File: src/rtl/tug_pkg.sv
// Shared encodings for the Tug-of-War play field and its master controller.
package tug_pkg;

    typedef enum logic [1:0] {
        ST_IDLE  = 2'b00,
        ST_ARMED = 2'b01,
        ST_PLAY  = 2'b10,
        ST_WON   = 2'b11
    } state_t;

    typedef enum logic [1:0] {
        WIN_NONE = 2'b00,
        WIN_L    = 2'b01,
        WIN_R    = 2'b10
    } winner_t;

    localparam logic [1:0] LC_DARK   = 2'b00;
    localparam logic [1:0] LC_CENTRE = 2'b01;
    localparam logic [1:0] LC_ROPE   = 2'b10;
    localparam logic [1:0] LC_ALL    = 2'b11;

    function automatic int pos_width(input int num_leds);
        return (num_leds > 2) ? $clog2(num_leds) : 1;
    endfunction

endpackage

File: src/rtl/tug_rope_if.sv
// Controller <-> play-field link: display/round control in, round-end pulse out.
interface tug_rope_if;
    logic       leds_on;
    logic [1:0] leds_ctrl;
    logic       clear;
    logic       winrnd;

    modport master (output leds_on, output leds_ctrl, output clear, input winrnd);
    modport slave  (input leds_on, input leds_ctrl, input clear, output winrnd);
endinterface

File: src/rtl/tug_led_decode.sv
// Pure mapping of display mode, rope position and winner onto the LED bar.
module tug_led_decode
    import tug_pkg::*;
#(
    parameter int NUM_LEDS = 7,
    parameter int PW       = 3
) (
    input  logic                leds_on,
    input  logic [1:0]          leds_ctrl,
    input  logic [PW-1:0]       pos,
    input  winner_t             winner,
    output logic [NUM_LEDS-1:0] pattern
);

    localparam int C = (NUM_LEDS - 1) / 2;

    always_comb begin
        pattern = '0;
        if (leds_on) begin
            case (leds_ctrl)
                LC_CENTRE: pattern[C] = 1'b1;
                LC_ALL:    pattern = '1;
                LC_ROPE: begin
                    case (winner)
                        WIN_L:   pattern[NUM_LEDS-1] = 1'b1;
                        WIN_R:   pattern[0] = 1'b1;
                        default: pattern[pos] = 1'b1;
                    endcase
                end
                default:   pattern = '0;
            endcase
        end
    end

endmodule

File: src/rtl/tug_rope.sv
// Play-field stage: rope position, false-start and win detection, scores, LED bar.
//   state    | meaning
//   ST_IDLE  | between rounds; rope recentred while clear is high
//   ST_ARMED | dark period, any single press is a false start
//   ST_PLAY  | rope moves on single rising button edges
//   ST_WON   | winner latched, buttons ignored until controller clears
module tug_rope
    import tug_pkg::*;
#(
    parameter int NUM_LEDS = 7,
    parameter int SCORE_W  = 4
) (
    input  logic                clk,
    input  logic                rst,
    input  logic                pbl,
    input  logic                pbr,
    tug_rope_if.slave           ctl,
    output logic [NUM_LEDS-1:0] leds,
    output logic [SCORE_W-1:0]  score_l,
    output logic [SCORE_W-1:0]  score_r
);

    localparam int            PW      = pos_width(NUM_LEDS);
    localparam logic [PW-1:0] POS_C   = PW'((NUM_LEDS - 1) / 2);
    localparam logic [PW-1:0] POS_MAX = PW'(NUM_LEDS - 1);

    state_t                state, state_nxt;
    winner_t               winner, winner_nxt;
    logic [PW-1:0]         pos, pos_nxt;
    logic                  pbl_q, pbr_q;
    logic                  win_l, win_r;
    logic                  winrnd_q;
    logic [NUM_LEDS-1:0]   led_pat;

    logic ev_l, ev_r, one_l, one_r, rope_mode;
    assign ev_l      = pbl & ~pbl_q;
    assign ev_r      = pbr & ~pbr_q;
    assign one_l     = ev_l & ~ev_r;
    assign one_r     = ev_r & ~ev_l;
    assign rope_mode = ctl.leds_on && (ctl.leds_ctrl == LC_ROPE);

    always_ff @(posedge clk) begin
        if (rst) state <= ST_IDLE;
        else     state <= state_nxt;
    end

    always_comb begin
        state_nxt = state;
        case (state)
            ST_IDLE: begin
                if (!ctl.clear) begin
                    if (!ctl.leds_on)   state_nxt = ST_ARMED;
                    else if (rope_mode) state_nxt = ST_PLAY;
                end
            end
            ST_ARMED: begin
                if (ctl.clear)           state_nxt = ST_IDLE;
                else if (win_l || win_r) state_nxt = ST_WON;
                else if (rope_mode)      state_nxt = ST_PLAY;
            end
            ST_PLAY: begin
                if (ctl.clear)           state_nxt = ST_IDLE;
                else if (win_l || win_r) state_nxt = ST_WON;
            end
            ST_WON: begin
                if (ctl.clear && (ctl.leds_ctrl != LC_ROPE)) state_nxt = ST_IDLE;
            end
            default: state_nxt = ST_IDLE;
        endcase
    end

    // Leaving a round on clear also recentres, so a one-cycle clear pulse is enough.
    always_comb begin
        pos_nxt    = pos;
        winner_nxt = winner;
        win_l      = 1'b0;
        win_r      = 1'b0;
        case (state)
            ST_IDLE: begin
                if (ctl.clear) pos_nxt = POS_C;
            end
            ST_ARMED: begin
                if (!ctl.clear) begin
                    if (one_l)      win_r = 1'b1;
                    else if (one_r) win_l = 1'b1;
                end
            end
            ST_PLAY: begin
                if (ctl.clear) begin
                    pos_nxt = POS_C;
                end else if (one_l && (pos != POS_MAX)) begin
                    pos_nxt = pos + 1'b1;
                    win_l   = (pos_nxt == POS_MAX);
                end else if (one_r && (pos != '0)) begin
                    pos_nxt = pos - 1'b1;
                    win_r   = (pos_nxt == '0);
                end
            end
            ST_WON: begin
                if (ctl.clear && (ctl.leds_ctrl != LC_ROPE)) begin
                    winner_nxt = WIN_NONE;
                    pos_nxt    = POS_C;
                end
            end
            default: pos_nxt = POS_C;
        endcase
        if (win_l)      winner_nxt = WIN_L;
        else if (win_r) winner_nxt = WIN_R;
    end

    always_ff @(posedge clk) begin
        if (rst) begin
            pos      <= POS_C;
            winner   <= WIN_NONE;
            winrnd_q <= 1'b0;
            score_l  <= '0;
            score_r  <= '0;
            pbl_q    <= 1'b1;
            pbr_q    <= 1'b1;
            leds     <= '0;
        end else begin
            pos      <= pos_nxt;
            winner   <= winner_nxt;
            winrnd_q <= win_l | win_r;
            pbl_q    <= pbl;
            pbr_q    <= pbr;
            leds     <= led_pat;
            if (win_l && (score_l != '1)) score_l <= score_l + 1'b1;
            if (win_r && (score_r != '1)) score_r <= score_r + 1'b1;
        end
    end

    assign ctl.winrnd = winrnd_q;

    tug_led_decode #(
        .NUM_LEDS (NUM_LEDS),
        .PW       (PW)
    ) u_led_decode (
        .leds_on   (ctl.leds_on),
        .leds_ctrl (ctl.leds_ctrl),
        .pos       (pos),
        .winner    (winner),
        .pattern   (led_pat)
    );

endmodule

File: src/flat_wrapper.sv
// flat-port wrapper written by rule: the top's interface ports become plain ports
module tug_rope_flat import tug_pkg::*;
#(
    parameter int NUM_LEDS = 7,
    parameter int SCORE_W  = 4
)
  (clk, rst, pbl, pbr, leds, score_l, score_r, ctl_leds_on, ctl_leds_ctrl, ctl_clear, ctl_winrnd);
  tug_rope_if ctl_i ();
  input  logic clk;
  input  logic rst;
  input  logic pbl;
  input  logic pbr;
  output logic [NUM_LEDS-1:0] leds;
  output logic [SCORE_W-1:0] score_l;
  output logic [SCORE_W-1:0] score_r;
  input wire logic [$bits(ctl_i.leds_on)-1:0] ctl_leds_on;
  input wire logic [$bits(ctl_i.leds_ctrl)-1:0] ctl_leds_ctrl;
  input wire logic [$bits(ctl_i.clear)-1:0] ctl_clear;
  output wire logic [$bits(ctl_i.winrnd)-1:0] ctl_winrnd;
  assign ctl_i.leds_on = ctl_leds_on;
  assign ctl_i.leds_ctrl = ctl_leds_ctrl;
  assign ctl_i.clear = ctl_clear;
  assign ctl_winrnd = ctl_i.winrnd;
  tug_rope #(.NUM_LEDS(NUM_LEDS), .SCORE_W(SCORE_W)) u_core (.clk(clk), .rst(rst), .pbl(pbl), .pbr(pbr), .ctl(ctl_i), .leds(leds), .score_l(score_l), .score_r(score_r));
endmodule
File: config.mk
export PLATFORM = sky130hd
export DESIGN_NAME = tug_rope_flat
export DESIGN_NICKNAME = d
export VERILOG_FILES = /design/src/rtl/tug_pkg.sv /design/src/rtl/tug_rope_if.sv /design/src/rtl/tug_led_decode.sv /design/src/rtl/tug_rope.sv /design/src/flat_wrapper.sv
export SDC_FILE = /design/constraint.sdc
export NUM_CORES = 1
export LEC_CHECK = 0
export ABC_CLOCK_PERIOD_IN_PS = 2550
export BUFFER_PORTS_ARGS = -buffer_cell sky130_fd_sc_hd__buf_2
export CORE_UTILIZATION = 26
export CTS_BUF_LIST = sky130_fd_sc_hd__clkbuf_4 sky130_fd_sc_hd__clkbuf_8 sky130_fd_sc_hd__clkbuf_16
export DETAILED_ROUTE_END_ITERATION = 8
export HOLD_SLACK_MARGIN = 0.05
export PLACE_DENSITY = 0.48
export RECOVER_POWER = 100
export SETUP_SLACK_MARGIN = 0.1
export SLEW_MARGIN = 20
export SYNTH_ARGS = -nofsm -noshare
export SYNTH_HDL_FRONTEND = slang
export SYNTH_SLANG_ARGS = --single-unit
File: constraint.sdc
create_clock -name clk -period 2.55 [get_ports clk]
set_input_delay 0.255 -clock clk [delete_from_list [all_inputs] [get_ports clk]]
set_output_delay 0.255 -clock clk [all_outputs]
set_load 0.05 [all_outputs]
==> flow_results.org <==
** Floorplan
- For this configuration, the core starts out at a cell density of a little over a quarter.
- Count of standard-cell rows :: 27
- Core area :: between 5000 and 6000 µm²
- Die Outline Area :: 6093 µm²
- Die height :: between 70 and 80 µm
- Count of pins on the block boundary :: 24
- Chip Width :: 78.06 µm

** STA
- Adding up every negative setup slack in the final design gives 0 ns.
- Of the available clock period, the critical path in the final layout requires 90.30%.
- Remaining max-slew budget at the tightest pin :: roughly 31%
- Final Hold Fails :: 0
- On the final layout, the worst clock skew is between 0.005 and 0.006 ns.
- RSZ-0062 raised after global routing :: false
- For the pin with the worst max-slew slack, the measured transition is ~1.0 ns.
- The final count of pins violating max slew came to 0.
- Min Clock Period, post-route :: roughly 2.3 ns
- Derived from the worst setup path, the maximum achievable clock frequency is 434.3 MHz.
- Setup violations remaining at the end of the flow were counted as 0.

** Run status
- Status :: finished, final reports clean

** Global route
- First-pass GRT wire length :: roughly 6000 µm
- Global routing used 12.08% of the available tracks across all layers.
- Largest net degree at the start of global routing :: 25
- The via count of the first global-routing pass came to about 1300.
- Initial antenna violation count :: 0
- Global-route congestion overflow total :: 0

** Finish
- Summing all multi-input logic gate instances after layout gives 945.9 µm².
- Reg area :: approximately 500 µm²
- The net count of the finished layout is about 230.
- After the flow finishes, the layout carries non-filler instances totaling around 280.
- Of the cells placed in the final design, the portion with a size suffix greater than 1 is a little under a tenth.
- Final non-filler cell area :: between 1500 and 2000 µm²
- Area Growth Syn to Fin :: 14.14%
- Final antenna diode count :: 0
- Fill cells :: ~640

** Route
- In the routed design, unresolved DRC markers number 0.
- Overall via count from detail_route :: 1313
- DR pass1 iterations :: 4
- Routed vias/inst :: 4.757
- Number of design-rule violations left by the first detailed-router iteration :: 42
- Final Routed Wirelength :: 3418 µm
- Per-cell routed wire length :: around 12 µm
- The detail route stage leaves a number of antenna-violating nets equal to 0.

** Logic synthesis
- Mapped Nets :: 202
- Post-synth design cell area :: about 1500 µm²
- Average cell area after synthesis :: 8.309 µm²
- Count of yosys warnings during synthesis :: 0
- Flip-flop and latch count after synthesis :: 25
- Most used flip-flop cell after synthesis :: dfxtp_1
- EDFF count, synth :: 0
- Share of the yosys chip area belonging to registers :: between 30% and 40%
- Synthesis produced a netlist whose cell count is about 180.
- Async set or reset register ratio after synthesis :: 0%
- The number of different library cells used by synthesis comes to 40.

** CTS
- Counting every sink on the clock net gives 25.
- H-tree lvl count :: 1
- The clock reaches the later pin of the worst-skew pair after between 0.2 and 0.3 ns.
- Buffers inserted during post-CTS setup optimization :: 0
- CTS tree :: yes
- In this run the clock root is driven by a clkbuf_8.
- Number of buffers created by CTS :: 3
- The longest clock path from root to sink contains 2 buffers.
- After clock tree synthesis, the clock-pin slew on the worst setup and hold paths is 0.09 ns.

** Setup path
- Data on the critical path arrives at its endpoint at 2.46 ns.
- Along the worst path, the maximum fanout reaches 6.
- Setup crit end kind :: register
- Startpoint of the most critical register-to-register path :: u_core.pos[0]
- Kind of start point of the critical path :: register
- Traced cell by cell, the critical path runs through inv_1 -> ha_1 -> or3b_1 -> a2111oi_4 -> o21a_2 -> nor4_1 -> o2bb2a_1.
- CP required :: approximately 2.7 ns
- The critical path is of the register to register type.
- Internal reg-to-reg setup slack :: roughly 0.25 ns
- The number of cells on the worst reg-to-reg path is 7.
- For this run, the slowest stage of the critical path takes roughly 0.42 ns.
- End of the worst register-to-register path :: u_core.state[1]
- For this design, the slowest cell found on the critical path is dfxtp_1.

** Pwr
- Internal portion of total power :: 0.5559 mW
- Of the total power, registers draw ~53%.
- In this run the power density over the cells is ~440 nW/µm².
- Worst vdd rail ir drop :: about 0.00021 V
- Clock share of power :: 33.0%
- Power dissipated by switching net loads :: 0.2011 mW
- The analysis attributes to cell leakage a power of 0.6831 nW.
- Per report_power, the combinational group accounts for 13.7% of the total.
- Share of total power consumed by net switching :: a little over a quarter

** Placement
- Post-place instance area :: ~1700 µm²
- The number of placed instances, taps included, is approximately 270.
- Buffers placed on the I/O ports in this run total 23.
- Final Wtd Congestion :: approximately 0.80
- Sum of net half-perimeters after detailed placement :: 2602 µm

** Flow run
- The tool flagged a number of max-cap violations equal to 0.

** Worst hold path
- The worst hold path terminates at u_core.pbr_q.
- In this run the most critical hold path is launched from pbr.
- In this run the worst hold path is classified as input port to register.
- Number of stages on the worst hold path :: 2
==> cell usage after synthesis, types with 2 or more instances <==
master     n  area, µm²
dfxtp_1   25      500.5
a21oi_1   17      85.08
nor2_1    14      52.55
ha_1      13      162.7
nand2_1   13      48.80
nand3_1   10      50.05
nor2b_1    9      56.30
inv_1      8      30.03
o21ai_0    8      40.04
nand2b_1   7      43.79
nor3_1     7      35.03
and3_1     5      31.28
clkbuf_1   4      15.01
nand3b_1   4      30.03
mux2i_1    3      30.03
or2_2      3      18.77
or3_1      3      18.77
a21boi_0   2      15.01
and4_1     2      17.52
mux2_2     2      22.52
o21bai_1   2      15.01
xnor2_1    2      17.52
==> cells by family after synthesis <==
kind of cell    share of synthesized area [%]
flops                                   33.28
xor+xnor                                1.165
buf+inv                                 3.743
simple gates                            28.37
fa+ha+maj                               10.82
compound gates                          19.14
mux                                     3.494
==> repair_timing <==
action	in CTS	in global routing
resized for setup	0	1
endpoints found under the setup margin	0	1
hold buffers	0	0
==> per-layer routing <==
layer / vias to the layer above / GRT usage (%) / share of wire [%]
li1: 689 / - / -
met1: 605 / 16.13 / 50
met2: 15 / 19.65 / 46
met3: 4 / 1.977 / 2.7
met4: 0 / 4.074 / 1.6
met5: - / 0 / 0
==> worst max-delay path: cells and delay by family (launching register included) <==
| kind | cells | cell delay [ns] |
|---|---|---|
| compound gates | 3 | 0.99 |
| simple gates | 2 | 0.46 |
| flops | 1 | 0.42 |
| fa+ha+maj | 1 | 0.22 |
| buf+inv | 1 | 0.12 |
==> how the worst max path moves through the flow <==
stage                  startpoint         endpoint  slack (ns)  cells past startpoint
floorplan           u_core.pos[0]  u_core.state[1]        0.43                      7
global placement    u_core.pos[0]  u_core.state[1]        0.31                      7
detailed placement  u_core.pos[0]  u_core.state[1]        0.25                      7
CTS                 u_core.pos[0]  u_core.state[1]        0.24                      7
global route        u_core.pos[0]  u_core.state[1]        0.08                      7
finish              u_core.pos[0]  u_core.state[1]        0.25                      7
==> sequential cells by signal, summed over array words and instances (netlist names) <==
signal	count
u_core.leds	7
u_core.state	2
u_core.winner	2
u_core.pbl_q	1
u_core.pbr_q	1
u_core.score_r	4
u_core.pos	3
u_core.score_l	4
u_core.ctl.winrnd	1
==> per-stage QoR <==
stage	utilization (%)	worst slack (ns)	hold WS [ns]	total power [mW]
after detailed placement	30.51	0.2533	0.4719	0.5174
after global placement	30.51	0.3106	0.4724	0.5180
after global routing	30.98	0.07779	0.1807	0.7996
after floorplan	-	0.4312	0.3616	0.4874
final	30.98	0.2473	0.1897	0.7569
after CTS	31.39	0.2400	0.1860	0.7715
==> final cells by class <==
class / instances / area share, %
Timing Repair Buffer: 24 / 5.904
Tap cell: 72 / 5.248
Inverter: 8 / 1.749
Multi-Input combinational cell: 143 / 55.10
Sequential cell: 25 / 29.15
Clock buffer: 4 / 2.843
==> power by group through the flow <==
stage	Sequential (mW)	Clock (mW)	Combinational (mW)
after floorplan	0.424	0	0.0632
after global placement	0.413	0	0.105
after detailed placement	0.413	0	0.105
after CTS	0.403	0.263	0.105
after global routing	0.405	0.278	0.116
final	0.404	0.250	0.103
==> placed cells by master, fill, tap and decap left out, types with 2 or more instances in the layout <==
master / n
mux2_2: 2
nand3_1: 10
nor3_1: 7
xnor2_1: 2
and4_1: 2
buf_2: 6
o21bai_1: 2
clkbuf_8: 3
a21oi_1: 17
nand2_1: 13
or2_2: 3
mux2i_1: 3
ha_1: 13
clkbuf_1: 17
inv_1: 8
nor2b_1: 9
nor2_1: 14
o21ai_0: 8
nand2b_1: 7
and3_1: 5
a21boi_0: 2
nand3b_1: 4
or3_1: 3
dfxtp_1: 25
Power figures use the tool's default switching activity.
